## config.mk

```make
export PLATFORM = sky130hd
export DESIGN_NAME = seq_ctrl
export DESIGN_NICKNAME = d
export VERILOG_FILES = /design/src/rtl/seq_ctrl.sv
export SDC_FILE = /design/constraint.sdc
export NUM_CORES = 1
export LEC_CHECK = 0
export ABC_AREA = 1
export BUFFER_PORTS_ARGS = -buffer_cell sky130_fd_sc_hd__buf_2
export CAP_MARGIN = 10
export CORE_MARGIN = 10
export CORE_UTILIZATION = 53
export CTS_CLUSTER_SIZE = 10
export DETAILED_ROUTE_END_ITERATION = 8
export GPL_TIMING_DRIVEN = 0
export PLACE_DENSITY_LB_ADDON = 0.08
export SETUP_SLACK_MARGIN = 0.3
export SLEW_MARGIN = 40
export SYNTH_ARGS = -nofsm -noshare
export SYNTH_HDL_FRONTEND = slang
export SYNTH_SLANG_ARGS = --single-unit
```

## constraint.sdc

```tcl
create_clock -name clk -period 3.2 [get_ports clk]
set_input_delay 0 -clock clk [delete_from_list [all_inputs] [get_ports clk]]
set_output_delay 0 -clock clk [all_outputs]
set_load 0.005 [all_outputs]
```

## src/rtl/seq_ctrl.sv

```systemverilog
`default_nettype none
// ============================================================================
//  Module   : seq_ctrl
//  Purpose  : Instruction sequencer. Fetches an 11-bit instruction from a
//             16-entry instruction memory, holds it in INS for one decode
//             cycle, executes it for one cycle, then advances or branches
//             the PC and counts retired instructions.
//
//  Ports    : clk          - sole clock, rising edge
//             rst_n        - synchronous active-low reset
//             run          - start request (IDLE / HALT)
//             halt_req     - stop request, honoured at the EXEC boundary
//             step         - single-step advance (optional build only)
//             imem_req     - fetch request, high throughout FETCH
//             imem_addr    - fetch address (current PC)
//             imem_valid   - memory response strobe
//             imem_rdata   - fetched instruction word
//             INS          - instruction register, feeds the decoder
//             dec_write_en - decoder write enable for current INS
//             alu_zero     - ALU zero flag for current INS
//             rf_we        - register-file write strobe (EXEC only)
//             busy         - high in every state except IDLE and HALT
//             RETIRED      - saturating retired-instruction count
//
//  Build    : define SEQ_CTRL_SINGLE_STEP_EN to add the step input and a
//             PAUSE state entered after every EXEC.
//
//  Revision : 1.0 - initial release
// ============================================================================
module seq_ctrl (
    input  logic        clk,
    input  logic        rst_n,
    input  logic        run,
    input  logic        halt_req,
`ifdef SEQ_CTRL_SINGLE_STEP_EN
    input  logic        step,
`endif
    output logic        imem_req,
    output logic [3:0]  imem_addr,
    input  logic        imem_valid,
    input  logic [10:0] imem_rdata,
    output logic [10:0] INS,
    input  logic        dec_write_en,
    input  logic        alu_zero,
    output logic        rf_we,
    output logic        busy,
    output logic [7:0]  RETIRED
);

    localparam logic [2:0] c_OP_BRANCH   = 3'b100;
    localparam logic [7:0] c_RETIRED_MAX = 8'hFF;

    typedef enum logic [2:0] {
        ST_IDLE   = 3'd0,
        ST_FETCH  = 3'd1,
        ST_DECODE = 3'd2,
        ST_EXEC   = 3'd3,
        ST_HALT   = 3'd4
`ifdef SEQ_CTRL_SINGLE_STEP_EN
        ,
        ST_PAUSE  = 3'd5
`endif
    } state_t;

    state_t      r_state;
    state_t      w_state_next;
    logic [3:0]  r_pc;
    logic [3:0]  w_pc_next;
    logic [10:0] r_ins;
    logic [7:0]  r_retired;
    logic        w_load_ins;
    logic        w_retire;
    logic        w_take_branch;

    // Branch resolves against the flag presented during EXEC.
    assign w_take_branch = (r_ins[10:8] == c_OP_BRANCH) && alu_zero;

    // ------------------------------------------------------------------
    // Next-state and datapath control
    // ------------------------------------------------------------------
    always_comb begin
        w_state_next = r_state;
        w_pc_next    = r_pc;
        w_load_ins   = 1'b0;
        w_retire     = 1'b0;

        case (r_state)
            ST_IDLE: begin
                if (run) begin
                    w_state_next = ST_FETCH;
                end
            end

            ST_FETCH: begin
                // No timeout: wait as long as memory needs.
                if (imem_valid) begin
                    w_load_ins   = 1'b1;
                    w_state_next = ST_DECODE;
                end
            end

            ST_DECODE: begin
                w_state_next = ST_EXEC;
            end

            ST_EXEC: begin
                w_retire  = 1'b1;
                // 4-bit add wraps F -> 0 naturally.
                w_pc_next = w_take_branch ? r_ins[7:4] : (r_pc + 4'd1);
                if (halt_req) begin
                    w_state_next = ST_HALT;
                end else begin
`ifdef SEQ_CTRL_SINGLE_STEP_EN
                    w_state_next = ST_PAUSE;
`else
                    w_state_next = ST_FETCH;
`endif
                end
            end

            ST_HALT: begin
                if (run && !halt_req) begin
                    w_state_next = ST_FETCH;
                end
            end

`ifdef SEQ_CTRL_SINGLE_STEP_EN
            ST_PAUSE: begin
                // A stop request outranks a step request.
                if (halt_req) begin
                    w_state_next = ST_HALT;
                end else if (step) begin
                    w_state_next = ST_FETCH;
                end
            end
`endif

            default: begin
                w_state_next = ST_IDLE;
            end
        endcase
    end

    // ------------------------------------------------------------------
    // State and datapath registers
    // ------------------------------------------------------------------
    always_ff @(posedge clk) begin
        if (!rst_n) begin
            r_state   <= ST_IDLE;
            r_pc      <= 4'd0;
            r_ins     <= 11'd0;
            r_retired <= 8'd0;
        end else begin
            r_state <= w_state_next;
            r_pc    <= w_pc_next;
            if (w_load_ins) begin
                r_ins <= imem_rdata;
            end
            if (w_retire && (r_retired != c_RETIRED_MAX)) begin
                r_retired <= r_retired + 8'd1;
            end
        end
    end

    // ------------------------------------------------------------------
    // Outputs
    // ------------------------------------------------------------------
    assign imem_req  = (r_state == ST_FETCH);
    assign imem_addr = r_pc;
    assign INS       = r_ins;
    assign rf_we     = (r_state == ST_EXEC) && dec_write_en;
    assign busy      = (r_state != ST_IDLE) && (r_state != ST_HALT);
    assign RETIRED   = r_retired;

endmodule
`default_nettype wire

```

# Word level (Yosys, flattened, before mapping)

Cells that the tools add are included.

Add/subtract/negate cells: 2
Equal/unequal tests: 10
Mux-type cells: 9
Reductions and logical operators: 9

Operators by type and width:

| cell                                                             | number |
|---|---|
| 3-bit case mux with 5 select lines                               | 1 |
| 3-bit two-way mux                                                | 4 |
| 8-bit by 1-bit adder with 8-bit output (second input constant)   | 1 |
| 8-bit != test (second input constant)                            | 1 |
| 3-bit by 2-bit == test with 1-bit output (second input constant) | 2 |
| 3-bit == test (second input constant)                            | 2 |
| 1-bit logical AND                                                | 5 |
| 4-bit by 1-bit adder with 4-bit output (second input constant)   | 1 |
| 4-bit two-way mux                                                | 1 |
| 2-bit != test (second input constant)                            | 2 |
| 3-bit by 1-bit == test with 1-bit output (second input constant) | 1 |
| 3-bit logical NOT                                                | 1 |
| 1-bit two-way mux                                                | 3 |
| 3-bit != test (second input constant)                            | 1 |
| 3-bit AND reduction                                              | 1 |
| 3-bit nonzero test                                               | 1 |
| 2-bit by 1-bit != test with 1-bit output (second input constant) | 1 |
| 1-bit logical NOT                                                | 1 |

Register bits after elaboration: 26
Input port bits: 18
Output and inout bits: 26
Logic and storage cells: 34

# Depth between registers and ports, before layout

Word-level depth: 4
Depth in mapped cells: 8
Mapped depth without buffers: 8

# Worst setup path before layout

Ideal clock, no wire load.

Kind: register to register
From: register r_retired[0] (netlist: RETIRED[0])
To: register r_retired[7] (netlist: RETIRED[7])
Library setup time: 113 ps
Arrival time: 1110 ps
Required time: 3087 ps
Setup slack: 1977 ps
Stages on the path, launching flop included: 9
Path buffers: 0
Period minus slack after synthesis: 1223 ps
Path through: dfxtp_1 -> ha_1 -> inv_1 -> nor2_4 -> nand2_4 -> nand2_4 -> nor2_1 -> nor2_1 -> nor2_1

Cells in the longest elaborated chain, start to end: 2
Elaborated cells on any way between the ends: 3
Those cells by class: 1 x add/sub; 1 x eq/ne; 1 x reduce/logical

RTL lines:

| item                                                                           | RTL line | source |
|---|---|---|
| start: declaration                                                             | 70       | `logic [7:0] r_retired;` |
| start signal: assignment                                                       | 160      | `r_retired <= r_retired + 8'd1;` |
| branches (longest 2 deep; another with 8-bit by 1-bit adder with 8-bit output) | --       |  |

Parallel ways; which one is timed is not known.
A chain may end at the register's enable or synchronous reset.

# Worst setup path after layout

From: register r_state[0]
To: register r_ins[2] (netlist: INS[2])

Cells in the longest elaborated chain, start to end: 2

RTL lines:

| item                                     | RTL line | source |
|---|---|---|
| start: declaration                       | 65       | `state_t r_state;` |
| start signal: assignment                 | 154      | `r_state <= w_state_next;` |
| 3-bit by 1-bit == test with 1-bit output | 87       | `case (r_state)` |
| 1-bit two-way mux                        | 87       |  |
| end signal: assignment                   | 157      | `r_ins <= imem_rdata;` |
| end: declaration                         | 69       | `logic [10:0] r_ins;` |

No other way between the ends.

==> flow_summary.toml <==
[route]
remaining_drc_errors = 0
drt_iter0_markers = 85
drt_first_pass_iters = 4
wirelength_um = 3720
via_count = 1446
viasPerCell = 5.02
wl_per_cell_um = 12.9
ant_nets = 0

[setup_path]
crit_fanout = 10
worstSetupStartpointType = "register"
cp.required_ns = 3.45
timing.rr.start = "r_state[0]$_SDFFE_PN0P_"
cp-startpoint = "r_state[0]$_SDFFE_PN0P_"
crit_path_end_kind = "register"
worst_ep_arrival_time_ns = 2.00
path_class = "register to register"

[synth]
netlist_area_um2 = 1340
ys_seq_elements = 26
netlist_instances = 192
synth_mux_area_share_pct = 0
yosys.area_share.xor_xnor_pct = 1.31
synthArstFlopShare_pct = 0
synth-compound-area-share_pct = 10.4
ys_top_cells_by_area = "dfxtp_1 39%, nand2_1 9.8%, nor2_1 9.8%"
synth.distinct_cells = 24
synth_ff_type = "dfxtp_1"
yosys-top-cells-count = "35 x nand2_1, 35 x nor2_1, 26 x dfxtp_1"
synth-edff-count = 0
synth_top_family_by_area = "simple AND/OR/NAND/NOR gates"
synth-simple-area-share_pct = 36.4
synth_top_area_share_pct = 38.9
yosysTopAreaCell = "dfxtp_1"
ys_warn_count = 0
synth-adder-area-share_pct = 1.87
synth_nets = 212
yosysSeqAreaShare_pct = 38.9
avgSynthCellArea_um2 = 6.97

[timing]
fin_crit_ns = 1.75
period_share_pct = 54.8
grt_setup_unrepaired = "no"
maxSlewHeadroom_pct = 71.1
clock.fmax_ghz = 0.570
tightest_slew_ns = 0.433
fin_worst_skew_ns = 0.00863
finalSetupViolCount = 0
fin_setup_tns_ns = 0
hold_viol = 0
final_max_slew_viol_count = 0

[clock_tree]
clk_pin_slew_ns = 0.15
ctsRootBufferMaster = "clkbuf_4"
clock-sinks = 26
cts_buffer_depth = 2
numCtsBuffers = 3
cts_resized = 0
cts_tree = "built"
h-tree-depth = 1
insertion_delay_ns = 0.34

[pwr]
internal_power_mw = 0.542
power_switching_mw = 0.198
power.density_nw_per_um2 = 402
peakVddDrop_mv = 0.319
pwr-share-clk_pct = 31.3
switching_share_pct = 26.7
p_comb_share_pct = 19.8
p_seq_share_pct = 48.9
p_leak_nw = 0.943

[die]
ios = 44
fp.dieH_um = 70.3
dieArea_um2 = 4940
start_util_pct = 54.5
core_um2 = 2450
fp.dieW_um = 70.3
rows = 18

[global_route]
grt_overflow = 0
grt_max_degree = 16
grt_pass1_wl_um = 6240
grt_pass1_vias = 1450
grt_usage_pct = 14.7
antenna_found_initial = 0

[finish]
n_antenna_cell = 0
drive_gt1_share_pct = 24.8
fin_util_pct = 74.9
layout.nets = 279
nFillCells = 211
area_growth_pct = 37.4

[outcome]
status = "finished, final reports clean"

[hold_path]
hold_start = "run"
hold_class = "input port to register"

[placed_design]
place.port_buffers = 42
place_congestion = 0.771
hpwl_um = 2640

[job]
maxCapViolations = 0
[per-layer routing]
metal,track usage (%),part of all wire (%),up-vias,wire length (um)
met5,0,0,-,0
met4,3.73,1.0,0,38
met3,4.66,6.2,5,231
met2,26.9,52,36,1940
met1,15.7,41,667,1520
li1,-,-,738,-
[power by group through the flow]
| stage | sequential, mW | clock [mW] | combinational [mW] |
|---|---|---|---|
| after global routing | 0.364 | 0.244 | 0.166 |
| final | 0.362 | 0.232 | 0.147 |
| after global placement | 0.367 | 0 | 0.117 |
| after CTS | 0.361 | 0.231 | 0.145 |
| after detailed placement | 0.368 | 0 | 0.122 |
| after floorplan | 0.367 | 0 | 0.0720 |
[repair_timing]
| action | in CTS | in global routing |
|---|---|---|
| hold buffers | 20 | 0 |
| buffers inserted | 0 | 0 |
| hold endpoints to repair | 14 | 0 |
[critical path, cell delays in order, from the launching register on]
cell and delay, ns:
dfxtp_1 0.40, inv_1 0.07, nor2_2 0.09, nand2_2 0.09
nor2_4 0.13, inv_2 0.06, buf_6 0.13, nor2_1 0.10
nor2_1 0.06, dlygate4sd3_1 0.55
[state kept, by name, indices dropped and copies added, names as in the netlist]
signal     count
INS           11
RETIRED        8
imem_addr      4
r_state        3
[path summary, 6_finish.rpt]
path	slack [ns]	cells after the start	endpoint
worst max-delay path	1.45	9	INS[2]$_SDFFE_PN0P_
worst min-delay path	0.02	5	r_state[0]$_SDFFE_PN0P_
worst max register to register	1.45	9	INS[2]$_SDFFE_PN0P_
worst min register to register	0.50	2	imem_addr[3]$_SDFFE_PN0N_
[metrics by stage]
| step | cell area (um^2) | power, mW | setup WS, ns | hold WS (ns) | cells |
|---|---|---|---|---|---|
| after floorplan | 1340 | 0.439 | 1.98 | 0.0707 | 192 |
| after global placement | 1590 | 0.484 | 1.92 | 0.220 | 264 |
| after detailed placement | 1590 | 0.490 | 1.86 | 0.228 | 264 |
| after CTS | 1840 | 0.737 | 1.46 | 0.0288 | 288 |
| after global routing | 1840 | 0.774 | 1.35 | 0.0663 | 288 |
| final | 1840 | 0.740 | 1.45 | 0.0241 | 288 |
[layout by cell type, fill, tap and decap left out, types with 4 or more instances in the layout]
master         instances
dfxtp_1               26
o211ai_1               4
buf_2                 44
nor2_1                35
inv_1                 25
dlygate4sd3_1         20
nand3_1               15
nand4_1                6
nand2_1               35
a21oi_1                7
o21ai_0               11
[logic make-up after synthesis]
| group | count (synthesis) |
|---|---|
| buffers and inverters | 33 |
| adders and majority gates | 2 |
| AOI/OAI and AO/OA | 25 |
| DFF | 26 |
| and+or+nand+nor | 104 |
| xor gates and xnor gates | 2 |
[final cells by class]
class / instances / area (um^2) / area share (%)
tap: 30 / 37.5 / 2.04
multi-input combinational: 133 / 669 / 36.4
buffer: 6 / 47.5 / 2.59
timing repair buffer: 62 / 410 / 22.3
inverter: 27 / 101 / 5.51
sequential: 26 / 520 / 28.3
clock buffer: 3 / 22.5 / 1.22
clock inverter: 1 / 30.0 / 1.63
No activity file was read; power rests on OpenSTA's default activity.
